File: config.mk
export PLATFORM = sky130hd
export DESIGN_NAME = uart_rx_packer
export DESIGN_NICKNAME = d
export VERILOG_FILES = /design/src/rtl/uart_pkg.sv /design/src/rtl/uart_rx_packer_sync_fifo.sv /design/src/rtl/uart_rx_packer.sv
export SDC_FILE = /design/constraint.sdc
export NUM_CORES = 1
export LEC_CHECK = 0
export CORE_AREA = 2 2 133 264
export CTS_CLUSTER_SIZE = 40
export DETAILED_ROUTE_END_ITERATION = 7
export DIE_AREA = 0 0 135 266
export GPL_TIMING_DRIVEN = 0
export PLACE_DENSITY = 0.67
export SETUP_SLACK_MARGIN = 0.5
export SYNTH_ARGS = -nofsm -noshare
export SYNTH_HDL_FRONTEND = slang
export SYNTH_SLANG_ARGS = --single-unit
File: constraint.sdc
create_clock -name clk -period 8.2 [get_ports clk]
set_clock_uncertainty 0.1 [all_clocks]
set_input_delay 0.82 -clock clk [delete_from_list [all_inputs] [get_ports clk]]
set_output_delay 0.82 -clock clk [all_outputs]
set_load 0.03 [all_outputs]
File: src/rtl/uart_pkg.sv
// Shared constants and width helpers for the UART receive byte packer.
package uart_pkg;

  localparam int UART_DATA_WIDTH     = 8;
  localparam int UART_BYTES_PER_WORD = 4;
  localparam int UART_FIFO_DEPTH     = 8;
  localparam int UART_TIMEOUT_CLKS   = 4096;

  // Width of one packed output word.
  function automatic int word_width(input int data_width, input int bytes_per_word);
    return data_width * bytes_per_word;
  endfunction

  // Width of an occupancy counter that must be able to hold the value depth itself.
  function automatic int count_width(input int depth);
    return $clog2(depth) + 1;
  endfunction

endpackage

File: src/rtl/uart_rx_packer_sync_fifo.sv
// First-word fall-through synchronous FIFO (module sync_fifo).
// Pointers carry an extra wrap bit so full and empty are told apart by subtraction.
// The head word is held in a register that is refreshed whenever the next head changes,
// so dout keeps its last value once the FIFO runs empty.
module sync_fifo
  import uart_pkg::*;
#(
  parameter int WIDTH = 32,
  parameter int DEPTH = 8
) (
  input  logic                          clk,
  input  logic                          rst,
  input  logic                          push,
  input  logic                          pop,
  input  logic [WIDTH-1:0]              din,
  output logic [WIDTH-1:0]              dout,
  output logic [count_width(DEPTH)-1:0] count,
  output logic                          full,
  output logic                          empty
);

  localparam int AW = $clog2(DEPTH);
  localparam int CW = count_width(DEPTH);

  logic [WIDTH-1:0] mem [DEPTH];
  logic [AW:0]      wr_ptr_reg;
  logic [AW:0]      rd_ptr_reg;
  logic [AW:0]      wr_ptr_next;
  logic [AW:0]      rd_ptr_next;
  logic             push_ok;
  logic             pop_ok;

  assign count   = CW'(wr_ptr_reg - rd_ptr_reg);
  assign full    = (count == CW'(DEPTH));
  assign empty   = (count == '0);
  // A push into a full FIFO is only taken when the head leaves in the same cycle.
  assign push_ok = push && (!full || pop);
  assign pop_ok  = pop && !empty;

  // Pointer advance for this cycle.
  always_comb begin
    wr_ptr_next = wr_ptr_reg + (AW+1)'(push_ok);
    rd_ptr_next = rd_ptr_reg + (AW+1)'(pop_ok);
  end

  // Storage array; no reset so it maps onto RAM.
  always_ff @(posedge clk) begin
    if (push_ok) begin
      mem[wr_ptr_reg[AW-1:0]] <= din;
    end
  end

  // Read and write pointers.
  always_ff @(posedge clk or posedge rst) begin
    if (rst) begin
      wr_ptr_reg <= '0;
      rd_ptr_reg <= '0;
    end else begin
      wr_ptr_reg <= wr_ptr_next;
      rd_ptr_reg <= rd_ptr_next;
    end
  end

  // Registered head word; bypasses din when the incoming word becomes the new head.
  always_ff @(posedge clk or posedge rst) begin
    if (rst) begin
      dout <= '0;
    end else if (wr_ptr_next != rd_ptr_next) begin
      if (push_ok && (wr_ptr_reg == rd_ptr_next)) begin
        dout <= din;
      end else begin
        dout <= mem[rd_ptr_next[AW-1:0]];
      end
    end
  end

endmodule

File: src/rtl/uart_rx_packer.sv
// Packs received UART bytes little-endian into bus words and queues them in a FIFO.
// Optional partial-word timeout flush is built when UART_PACKER_TIMEOUT_EN is defined;
// otherwise timeout_err is tied low and a partial word waits indefinitely.
module uart_rx_packer
  import uart_pkg::*;
#(
  parameter int DATA_WIDTH     = UART_DATA_WIDTH,
  parameter int BYTES_PER_WORD = UART_BYTES_PER_WORD,
  parameter int FIFO_DEPTH     = UART_FIFO_DEPTH,
  parameter int TIMEOUT_CLKS   = UART_TIMEOUT_CLKS
) (
  input  logic                                  clk,
  input  logic                                  rst,
  input  logic                                  rx_valid,
  input  logic [DATA_WIDTH-1:0]                 rx_data,
  output logic                                  m_valid,
  input  logic                                  m_ready,
  output logic [DATA_WIDTH*BYTES_PER_WORD-1:0]  m_data,
  output logic [$clog2(FIFO_DEPTH):0]           fifo_count,
  output logic                                  overflow,
  input  logic                                  clear_err,
  output logic                                  timeout_err
);

  localparam int WORD_W = word_width(DATA_WIDTH, BYTES_PER_WORD);
  localparam int IDX_W  = $clog2(BYTES_PER_WORD);

  if (BYTES_PER_WORD < 2 || TIMEOUT_CLKS < 2 || (FIFO_DEPTH & (FIFO_DEPTH - 1)) != 0) begin : g_param_check
    $error("uart_rx_packer: illegal parameter combination");
  end

  logic                rx_valid_d;
  logic                byte_accept;
  logic                last_byte;
  logic                word_push;
  logic                word_drop;
  logic [IDX_W-1:0]    idx_reg;
  logic [WORD_W-1:0]   word_assembled;
  logic                fifo_full;
  logic                fifo_empty;
  logic                timeout_hit;

  assign byte_accept = rx_valid && !rx_valid_d;
  assign last_byte   = (idx_reg == IDX_W'(BYTES_PER_WORD - 1));
  assign word_push   = byte_accept && last_byte;
  // A completed word is lost only when the FIFO is full and nothing leaves this cycle.
  assign word_drop   = word_push && fifo_full && !m_ready;

  // Rising-edge detector; starts high so a level already present at reset release is ignored.
  always_ff @(posedge clk or posedge rst) begin
    if (rst) begin
      rx_valid_d <= 1'b1;
    end else begin
      rx_valid_d <= rx_valid;
    end
  end

  // One lane register per byte position; the current byte is forwarded so the
  // completing byte is part of the word pushed in the same cycle.
  for (genvar gi = 0; gi < BYTES_PER_WORD; gi++) begin : g_lane
    logic                  lane_hit;
    logic [DATA_WIDTH-1:0] lane_reg;

    assign lane_hit = byte_accept && (idx_reg == IDX_W'(gi));
    assign word_assembled[gi*DATA_WIDTH +: DATA_WIDTH] = lane_hit ? rx_data : lane_reg;

    // Capture the accepted byte into its lane.
    always_ff @(posedge clk or posedge rst) begin
      if (rst) begin
        lane_reg <= '0;
      end else if (lane_hit) begin
        lane_reg <= rx_data;
      end
    end
  end

  // Byte index: advances per accepted byte, wraps after the last lane or on a timeout flush.
  always_ff @(posedge clk or posedge rst) begin
    if (rst) begin
      idx_reg <= '0;
    end else if (byte_accept) begin
      idx_reg <= last_byte ? '0 : idx_reg + IDX_W'(1);
    end else if (timeout_hit) begin
      idx_reg <= '0;
    end
  end

  // Sticky overflow flag; clear_err wins over a simultaneous drop.
  always_ff @(posedge clk or posedge rst) begin
    if (rst) begin
      overflow <= 1'b0;
    end else if (clear_err) begin
      overflow <= 1'b0;
    end else if (word_drop) begin
      overflow <= 1'b1;
    end
  end

`ifdef UART_PACKER_TIMEOUT_EN
  localparam int IDLE_W = $clog2(TIMEOUT_CLKS);

  logic [IDLE_W-1:0] idle_cnt_reg;
  logic              timeout_err_reg;

  assign timeout_hit = (idx_reg != '0) && !byte_accept &&
                       (idle_cnt_reg == IDLE_W'(TIMEOUT_CLKS - 1));
  assign timeout_err = timeout_err_reg;

  // Idle counter: runs only while a partial word is pending, restarts on every byte.
  always_ff @(posedge clk or posedge rst) begin
    if (rst) begin
      idle_cnt_reg <= '0;
    end else if (byte_accept || (idx_reg == '0) || timeout_hit) begin
      idle_cnt_reg <= '0;
    end else begin
      idle_cnt_reg <= idle_cnt_reg + IDLE_W'(1);
    end
  end

  // Sticky timeout flag; clear_err wins over a simultaneous flush.
  always_ff @(posedge clk or posedge rst) begin
    if (rst) begin
      timeout_err_reg <= 1'b0;
    end else if (clear_err) begin
      timeout_err_reg <= 1'b0;
    end else if (timeout_hit) begin
      timeout_err_reg <= 1'b1;
    end
  end
`else
  assign timeout_hit = 1'b0;
  assign timeout_err = 1'b0;
`endif

  sync_fifo #(
    .WIDTH (WORD_W),
    .DEPTH (FIFO_DEPTH)
  ) u_fifo (
    .clk   (clk),
    .rst   (rst),
    .push  (word_push),
    .pop   (m_ready),
    .din   (word_assembled),
    .dout  (m_data),
    .count (fifo_count),
    .full  (fifo_full),
    .empty (fifo_empty)
  );

  assign m_valid = !fifo_empty;

endmodule

Yosys cells after proc, flatten, opt, wreduce, memory -nomap -nowiden
Memories as Yosys holds them, arrays and structs flattened.
Cells that the tools add are included.
{"block": "word_totals", "regBits": 76, "mem_count": 1, "output_inout_bits": 39, "ram_bits": 256, "in_bits": 13}
{"block": "classes", "add_sub_neg": 4, "n_mux": 10, "eq_ne": 6, "n_reduce_logical": 18}
{"memory": "u_fifo.mem", "words": 8, "word_bits": 32, "rd": 1, "rd_clocked_by_memory_dff": 0, "write_ports": 1, "line_no": "uart_rx_packer_sync_fifo.sv:25", "source": "logic [WIDTH-1:0] mem [DEPTH];"}
{"cell": "two-way mux 32 bit", "count": 1}
{"cell": "two-way mux 8 bit", "count": 4}
{"cell": "logical AND 1 bit", "count": 10}
{"cell": "adder 4 x 1 -> 4 bit", "count": 2}
{"cell": "== test 2 bit, second input constant", "count": 2}
{"cell": "== test 4 bit", "count": 1}
{"cell": "== test 4 bit, second input constant", "count": 1}
{"cell": "zero test 1 bit", "count": 4}
{"cell": "zero test 4 bit", "count": 1}
{"cell": "two-way mux 1 bit", "count": 4}
{"cell": "inequality test 4 bit", "count": 1}
{"cell": "subtractor 4 bit", "count": 1}
{"cell": "adder 2 x 1 -> 2 bit, second input constant", "count": 1}
{"cell": "== test 2 x 1 -> 1 bit, second input constant", "count": 1}
{"cell": "zero test 2 bit", "count": 1}
{"cell": "two-way mux 2 bit", "count": 1}
{"cell": "nonzero test 2 bit", "count": 1}
{"cell": "logical OR 1 bit", "count": 1}

Depth between registers and ports, before layout
Gate-level depths: netlist (run 1).
{"block": "logic_depth", "word_depth": 8, "mapped_depth": 19, "depth_no_buf": 15}

Hierarchy
From an unflattened synthesis (run 1), not the netlist that was laid out.
{"block": "unflattened", "cells_unflattened": 715, "area_unflattened_um2": 13475.4}
{"mod": "sync_fifo", "seq_area_each_um2": 8688.3, "cells_per_inst": 624, "instances": 1, "area_each_um2": 11999.0}
{"mod": "uart_rx_packer", "seq_area_each_um2": 902.1, "cells_per_inst": 91, "instances": 1, "area_each_um2": 1476.4}

Worst setup path after synthesis (run 1)
Ideal clock, no wire load.
{"block": "synth_timing", "path_type": "register -> register", "start": "reg u_fifo.wr_ptr_reg[0]", "end": "mem u_fifo.mem[4][0] (enable)", "required_time_ns": 7.587, "setup_time_ns": 0.513, "arrival_time_ns": 5.704, "synth_period_minus_slack_ns": 6.317, "setup_slack_ns": 1.883, "stages_incl_launch_ff": 11, "cell_sequence": "dfrtp_1 -> clkbuf_1 -> inv_1 -> ha_1 -> inv_1 -> fa_1 -> xor2_1 -> or4_4 -> o31ai_4 -> clkbuf_1 -> nor4b_1"}
{"block": "synth_via", "elab_chain_cells": 7}
{"element": "start, declared", "line_no": "uart_rx_packer_sync_fifo.sv:26", "source": "logic [AW:0] wr_ptr_reg;"}
{"element": "start signal, assigned", "line_no": "uart_rx_packer_sync_fifo.sv:59", "source": "wr_ptr_reg <= wr_ptr_next;"}
{"element": "subtractor 4 bit", "line_no": "uart_rx_packer_sync_fifo.sv:33", "source": "assign count = CW'(wr_ptr_reg - rd_ptr_reg);"}
{"element": "via fifo_count[2]", "line_no": "uart_rx_packer.sv:19", "source": "output logic [$clog2(FIFO_DEPTH):0] fifo_count,"}
{"element": "== test 4 bit", "line_no": "uart_rx_packer_sync_fifo.sv:34", "source": "assign full = (count == CW'(DEPTH));"}
{"element": "zero test 1 bit", "line_no": "uart_rx_packer_sync_fifo.sv:37", "source": "assign push_ok = push && (!full || pop);"}
{"element": "logical OR 1 bit", "line_no": "uart_rx_packer_sync_fifo.sv:37"}
{"element": "logical AND 1 bit", "line_no": "uart_rx_packer_sync_fifo.sv:37"}
{"element": "two-way mux 1 bit", "line_no": "uart_rx_packer_sync_fifo.sv:48", "source": "if (push_ok) begin"}
{"element": "two-way mux 1 bit (implied by the code)", "line_no": "uart_rx_packer_sync_fifo.sv:49", "source": "mem[wr_ptr_reg[AW-1:0]] <= din;"}
{"element": "end, declared", "line_no": "uart_rx_packer_sync_fifo.sv:25"}
The timed path passes the listed nets, and every way through them passes these cells.

Worst setup path in the final report (run 1)
{"block": "layout_timing", "start": "reg u_fifo.wr_ptr_reg[0]", "end": "reg u_fifo.dout[1]"}
{"block": "layout_via", "word_cells_on_any_way": 15, "classes_between": "3 x add/sub; 3 x eq/ne; 1 x mux; 7 x reduce/logical; 1 x memory"}
{"element": "subtractor 4 bit", "line_no": "uart_rx_packer_sync_fifo.sv:33"}
{"element": "== test 4 bit", "line_no": "uart_rx_packer_sync_fifo.sv:34"}
{"element": "zero test 1 bit", "line_no": "uart_rx_packer_sync_fifo.sv:37"}
{"element": "logical OR 1 bit", "line_no": "uart_rx_packer_sync_fifo.sv:37"}
{"element": "logical AND 1 bit", "line_no": "uart_rx_packer_sync_fifo.sv:37"}
{"element": "adder 4 x 1 -> 4 bit *", "line_no": "uart_rx_packer_sync_fifo.sv:42", "source": "wr_ptr_next = wr_ptr_reg + (AW+1)'(push_ok);"}
{"element": "via u_fifo.wr_ptr_next[2]", "line_no": "uart_rx_packer_sync_fifo.sv:28", "source": "logic [AW:0] wr_ptr_next;"}
{"element": "inequality test 4 bit *", "line_no": "uart_rx_packer_sync_fifo.sv:68", "source": "end else if (wr_ptr_next != rd_ptr_next) begin"}
{"element": "end signal, assigned", "line_no": "uart_rx_packer_sync_fifo.sv:70", "source": "dout <= din;"}
{"element": "end signal, assigned", "line_no": "uart_rx_packer_sync_fifo.sv:72", "source": "dout <= mem[rd_ptr_next[AW-1:0]];"}
{"element": "end, declared", "line_no": "uart_rx_packer_sync_fifo.sv:16", "source": "output logic [WIDTH-1:0] dout,"}
Mark *: on every way through the listed nets, which the timed path passes. The rest lies on a longest branch.
A chain may end at the register's enable or synchronous reset.

==> results of run 1 <==
## worst max-delay path, stage by stage (launching register included)
cell and delay, ns:
dfrtp_1 0.37, clkbuf_1 0.37, inv_1 0.09, ha_1 0.20, inv_1 0.07, fa_1 0.49, or4_4 0.58, o31ai_4 0.63
inv_2 0.26, buf_6 0.24, ha_1 0.22, ha_1 0.20, xor2_1 0.18, xor2_1 0.16, nor3_1 0.70, and2_0 0.21
clkbuf_1 0.26, clkbuf_1 0.60, o31ai_1 0.19
## cell type report
class | count | area, um2 | area share
Clock buffer | 34 | 774.5 | 0.04895
Buffer | 50 | 234.0 | 0.01479
Sequential cell | 332 | 9590 | 0.6061
Multi-Input combinational cell | 339 | 3595 | 0.2272
Timing Repair Buffer | 84 | 863.3 | 0.05456
Clock inverter | 18 | 173.9 | 0.01099
Tap cell | 441 | 551.8 | 0.03487
Inverter | 10 | 40.04 | 0.002530
## routing by layer
| layer | global-route usage | part of all wire | up-vias |
|---|---|---|---|
| met5 | 0 | 0 | - |
| met4 | 0.09572 | 0.049 | 0 |
| met3 | 0.01807 | 0.043 | 82 |
| met2 | 0.3471 | 0.56 | 241 |
| met1 | 0.2076 | 0.35 | 3750 |
| li1 | - | - | 3145 |
## power by group through the flow
stage               logic [mW]  registers (mW)  clock network (mW)
floorplan                 1.93            2.50                   0
finish                    3.01            2.33                1.37
global placement          2.95            2.36                   0
global route              3.22            2.35                1.45
detailed placement        3.02            2.37                   0
CTS                       3.03            2.33                1.39
## stage by stage
| stage | setup TNS [ns] | setup slack (ns) |
|---|---|---|
| floorplan | 0 | 1.883 |
| global placement | -252.24 | -2.606 |
| detailed placement | 0 | 2.014 |
| CTS | 0 | 1.945 |
| global route | 0 | 1.635 |
| finish | 0 | 1.879 |
## path summary, 6_finish.rpt
kind,from,endpoint,slack (ns),cells after the start
worst max-delay path,u_fifo.wr_ptr_reg[0],u_fifo.dout[1],1.88,18
worst min-delay path,u_fifo.dout[14],u_fifo.dout[14],0.40,2
max in group asynchronous,rst,rx_valid_d,6.71,3
min in group asynchronous,rst,u_fifo.rd_ptr_reg[0],0.59,2
worst min register to register,u_fifo.dout[14],u_fifo.dout[14],0.40,2
worst max register to register,u_fifo.wr_ptr_reg[0],u_fifo.dout[1],1.88,18
## kinds of logic after synthesis
| logic type | count (synthesis) |
|---|---|
| other | 1 |
| adder cells (fa/ha/maj) | 12 |
| flip-flops | 332 |
| AND/OR/NAND/NOR | 154 |
| multiplexers | 88 |
| AO/OA/AOI/OAI | 70 |
| XOR/XNOR | 14 |
| buffers and inverters | 60 |
## cell usage in the layout (no fill, tap or decap), types with 3 or more instances in the layout
master             n
nor3_1            34
clkbuf_16         29
dfrtp_1           75
edfxtp_1         256
a221oi_1           4
clkdlybuf4s50_1   50
buf_4             17
a221oi_2          28
ha_1              11
nand3_1           34
clkinv_4           5
clkbuf_8           3
clkbuf_1          29
inv_1              8
xor2_1            12
a21oi_1            3
buf_6             13
nand2_1           33
nor2_1             4
mux2_2            24
clkinvlp_4         3
clkinv_2           6
and2_1             3
buf_8              6
buf_2             16
o31ai_1           32
mux4_2            64
buf_1              3
nor2b_1           33
==> qor.yml, run 1 <==
timing:
  whs_ns: 0.3998
  setup_viol: 0
  slew_viol_final: 0
  rsz0062_at_grt: "no"
  fin_crit_ns: 6.321
  tightest_slew_ns: 1.095
  max_clock_freq_mhz: 158.2
  slew_headroom: 0.2697
  fin_crit_sh: 0.7708
  hold_violations: 0
layout:
  fin_util: 0.4638
  instances_no_fill: 1308
  design_area_um2: 15820
  drive_gt1_frac: 0.2687
  syn_to_final_growth_pct: 17.99
  largest_register_ffs: 256
  diodes: 0
  nFillCells: 2916
  nets: 870
synth:
  synth_area_per_cell_um2: 18.35
  synth.area.mux_share: 0.1276
  synth_ff_type: "edfxtp_1"
  async_reset_ff_frac: 0.2289
  synth_top_family_by_area: "multiplexers"
  synth_edf_count: 256
  yosys_warnings: 0
  synthTopCellsByCount: "edfxtp_1, dfrtp_1, mux4_2, nor3_1, nand3_1"
  synth_top_cells_by_area: "edfxtp_1, dfrtp_1, mux4_2, a221oi_2, mux2_2"
  synth_xor_xnor_area_share: 0.01026
  synthSimpleGateAreaFrac: 0.05934
  synthesis.nets: 756
  ys_seq_elements: 332
  yosysTopAreaCell: "edfxtp_1"
  synth_most_common_cell: "edfxtp_1"
  synth_fa_ha_area_frac: 0.01176
  ys_types: 38
  yosysTopAreaCellShare: 0.5732
  synth_compound_area_frac: 0.05533
  syn_area_um2: 13410
  syn_inst: 731
  yosysSeqAreaShare: 0.7152
global_routing:
  overflow: 0
  antenna_found_initial: 0
  first_global_vias: 7739
  grt_util_all_layers: 0.1863
  grt_max_degree: 41
  grt_pass1_wl_mm: 48.87
route:
  drc: 0
  vias: 7218
  drt_iter0_drc: 592
  wirelength_mm: 32.73
  postRouteAntennaNets: 0
  via_per_inst: 5.518
  detail_route.wl_per_cell_um: 25.02
  dr.pass1.iters: 5
die:
  start_util: 0.3931
  die-height_um: 266
  ios: 52
  row_count: 96
  dieArea_um2: 35910
  die_width_um: 135
  core_um2: 34110
clock_tree:
  cts_root_buf: "clkbuf_16"
  cts_tree: "built"
  cts.clk_slew.worst_paths_ns: 0.08
  cts_setup_buffers: 0
  postCtsHoldBufs: 0
  clock_latency_ns: 0.57
  max-clock-path-buffers: 3
  htree_levels: 1
  cts_resized: 0
  cts.sinks: 332
  cts_made_buffers: 28
critical_path:
  worstPathRequired_ns: 8.50
  start_kind: "register"
  cp.arrival_ns: 6.62
  path_class: "reg2reg"
  end_kind: "register"
  cp_max_fo: 10
outcome:
  status: "complete, no violations"
flow_run:
  max-cap-violations: 0
pwr:
  p_leak_nw: 5.373
  cellPowerDensity_nw_per_um2: 423.6
  p_total_mw: 6.703
  swShare: 0.3749
  peakVddDrop_uv: 262.3
  comb_power_share: 0.449
  p_sw_mw: 2.513
  p_int_mw: 4.190
  seq_power_share: 0.348
  pwr-share-clk: 0.204
placed_design:
  gp_congestion: 0.7835
  io_buffers: 50
  dpl_cell_area_um2: 14870
  post-place-cells: 1256
  dpl.hpwl_mm: 22.93
hold_path:
  hold_class: "reg2reg"
Note: power is estimated with default switching activity, not from simulation.
==> run 2, diff against run 1 <==
==> constraint.sdc (replaced) <==
create_clock -name clk -period 6 [get_ports clk]
set_clock_uncertainty 0.1 [all_clocks]
set_input_delay 0.6 -clock clk [delete_from_list [all_inputs] [get_ports clk]]
set_output_delay 0.6 -clock clk [all_outputs]
set_load 0.03 [all_outputs]
==> qor.yml, run 2 (same netlist as run 1, synthesis figures left out) <==
clock_tree:
  cts_root_buf: "clkbuf_16"
  max-clock-path-buffers: 3  # unchanged
  cts.clk_slew.worst_paths_ns: 0.08  # about the same
  clock_latency_ns: 0.57  # about the same
  htree_levels: 1  # unchanged
  cts_tree: "built"
  cts.sinks: 332  # unchanged
  cts_made_buffers: 28  # unchanged
global_routing:
  grt_util_all_layers: 0.1867  # +0.0004488
  overflow: 0  # unchanged
  first_global_vias: 7748  # +0.12%
  antenna_found_initial: 0  # unchanged
  grt_pass1_wl_mm: 48.98  # +0.21%
  grt_max_degree: 41  # unchanged
timing:
  rsz0062_at_grt: "no"
  fin_crit_sh: 0.8838  # +0.1130
  fin_crit_ns: 5.303  # -1.018 ns
  slew_viol_final: 0  # unchanged
  tightest_slew_ns: 0.9929  # -0.1026 ns
  whs_ns: 0.3644  # -0.03542 ns
  setup_viol: 0  # unchanged
  max_clock_freq_mhz: 188.6  # +19%
  slew_headroom: 0.3345  # +0.06478
  hold_violations: 0  # unchanged
die:
  die-height_um: 266  # unchanged
  row_count: 96  # unchanged
  start_util: 0.3931  # unchanged
  dieArea_um2: 35910  # unchanged
  core_um2: 34110  # unchanged
  ios: 52  # unchanged
  die_width_um: 135  # unchanged
pwr:
  p_leak_nw: 5.402  # +0.55%
  cellPowerDensity_nw_per_um2: 579.2  # +37%
  peakVddDrop_uv: 356.4  # +36%
route:
  via_per_inst: 5.567  # +0.88%
  postRouteAntennaNets: 0  # unchanged
  wirelength_mm: 32.83  # +0.32%
  detail_route.wl_per_cell_um: 25.08  # +0.24%
  drt_iter0_drc: 522  # -12%
  vias: 7287  # +0.96%
  dr.pass1.iters: 5  # unchanged
  drc: 0  # unchanged
critical_path:
  worstPathRequired_ns: 6.32  # -2.18 ns
  cp_max_fo: 10  # unchanged
  cp.arrival_ns: 5.63  # -0.99 ns
  end_kind: "register"
  start_kind: "register"
  path_class: "reg2reg"
placed_design:
  post-place-cells: 1256  # unchanged
  dpl.hpwl_mm: 22.93  # unchanged
  io_buffers: 50  # unchanged
  gp_congestion: 0.7835  # unchanged
layout:
  largest_register_ffs: 256  # unchanged
  diodes: 0  # unchanged
  syn_to_final_growth_pct: 18.19
  nFillCells: 2911  # -0.17%
  fin_util: 0.4646  # +0.0008070
  instances_no_fill: 1309  # +0.076%
  nets: 871  # +0.11%
  drive_gt1_frac: 0.2788  # +0.01006
  final_common_cell: "edfxtp_1"
  mostFrequentLayoutCells: "edfxtp_1, dfrtp_1, mux4_2"
flow_run:
  max-cap-violations: 0  # unchanged
outcome:
  status: "complete, no violations"
hold_path:
  hold_class: "in2async"
run 2: worst max-delay path, cell delays in order, from the launching register on:
cell and delay, ns:
dfrtp_1 0.37, clkbuf_1 0.37, inv_1 0.09, ha_1 0.20, inv_1 0.07, fa_1 0.49, or4_1 0.57, and2_1 0.21
ha_1 0.20, ha_1 0.38, buf_1 0.59, clkbuf_1 0.68, mux4_2 0.43, a221oi_2 0.27, o31ai_1 0.11
run 2: layout make-up:
cell class / instances / area, um2 / area share
multi-input combinational: 339 / 3606 / 0.2275
buffer: 50 / 242.7 / 0.01531
inverter: 10 / 40.04 / 0.002526
timing repair buffer: 85 / 870.8 / 0.05494
clock inverter: 18 / 173.9 / 0.01097
tap: 441 / 551.8 / 0.03481
clock buffer: 34 / 774.5 / 0.04886
sequential: 332 / 9590 / 0.6051
run 2: what timing repair did:
action | 4_1_cts | 5_1_grt
setup endpoints to repair | 32 | 31
setup buffers | 1 | 0
pin swaps | 1 | 0
hold buffers | 0 | 0
gates resized for setup | 3 | 12
run 2: power by group:
group | switching (mW) | internal (mW)
logic | 2.46 | 1.67
clock network | 0.847 | 1.02
registers | 0.133 | 3.05
total | 3.44 | 5.74
run 2: path summary, 6_finish.rpt:
check | cells past startpoint | to | startpoint | slack, ns
max in group asynchronous | 3 | rx_valid_d | rst | 4.73
min in group clk | 1 | rx_valid_d | rx_valid | 0.38
max | 14 | u_fifo.dout[4] | u_fifo.wr_ptr_reg[0] | 0.70
max reg2reg | 14 | u_fifo.dout[4] | u_fifo.wr_ptr_reg[0] | 0.70
min reg2reg | 2 | u_fifo.dout[14] | u_fifo.dout[14] | 0.40
min | 2 | g_lane[3].lane_reg[3] | rst | 0.36
run 2: stage by stage:
| stage | instance area [um2] | setup TNS (ns) | total power [mW] | worst slack [ns] |
|---|---|---|---|---|
| 2_1_floorplan | 13410 | -19.62 | 6.046 | -0.3166 |
| 3_3_place_gp | 14460 | -707.88 | 7.269 | -4.586 |
| 3_5_place_dp | 14870 | -2.500 | 7.368 | -0.1863 |
| 4_1_cts | 15840 | 0 | 9.241 | 0.5768 |
| 5_1_grt | 15850 | 0 | 9.620 | 0.5020 |
| 6_report | 15850 | 0 | 9.180 | 0.6972 |
run 2: per-layer routing:
metal  vias to the layer above  share of wire  track usage
li1                       3149              -            -
met1                      3814           0.36       0.2085
met2                       235           0.55       0.3475
met3                        89          0.039      0.01807
met4                         0          0.052      0.09600
met5                         -              0            0
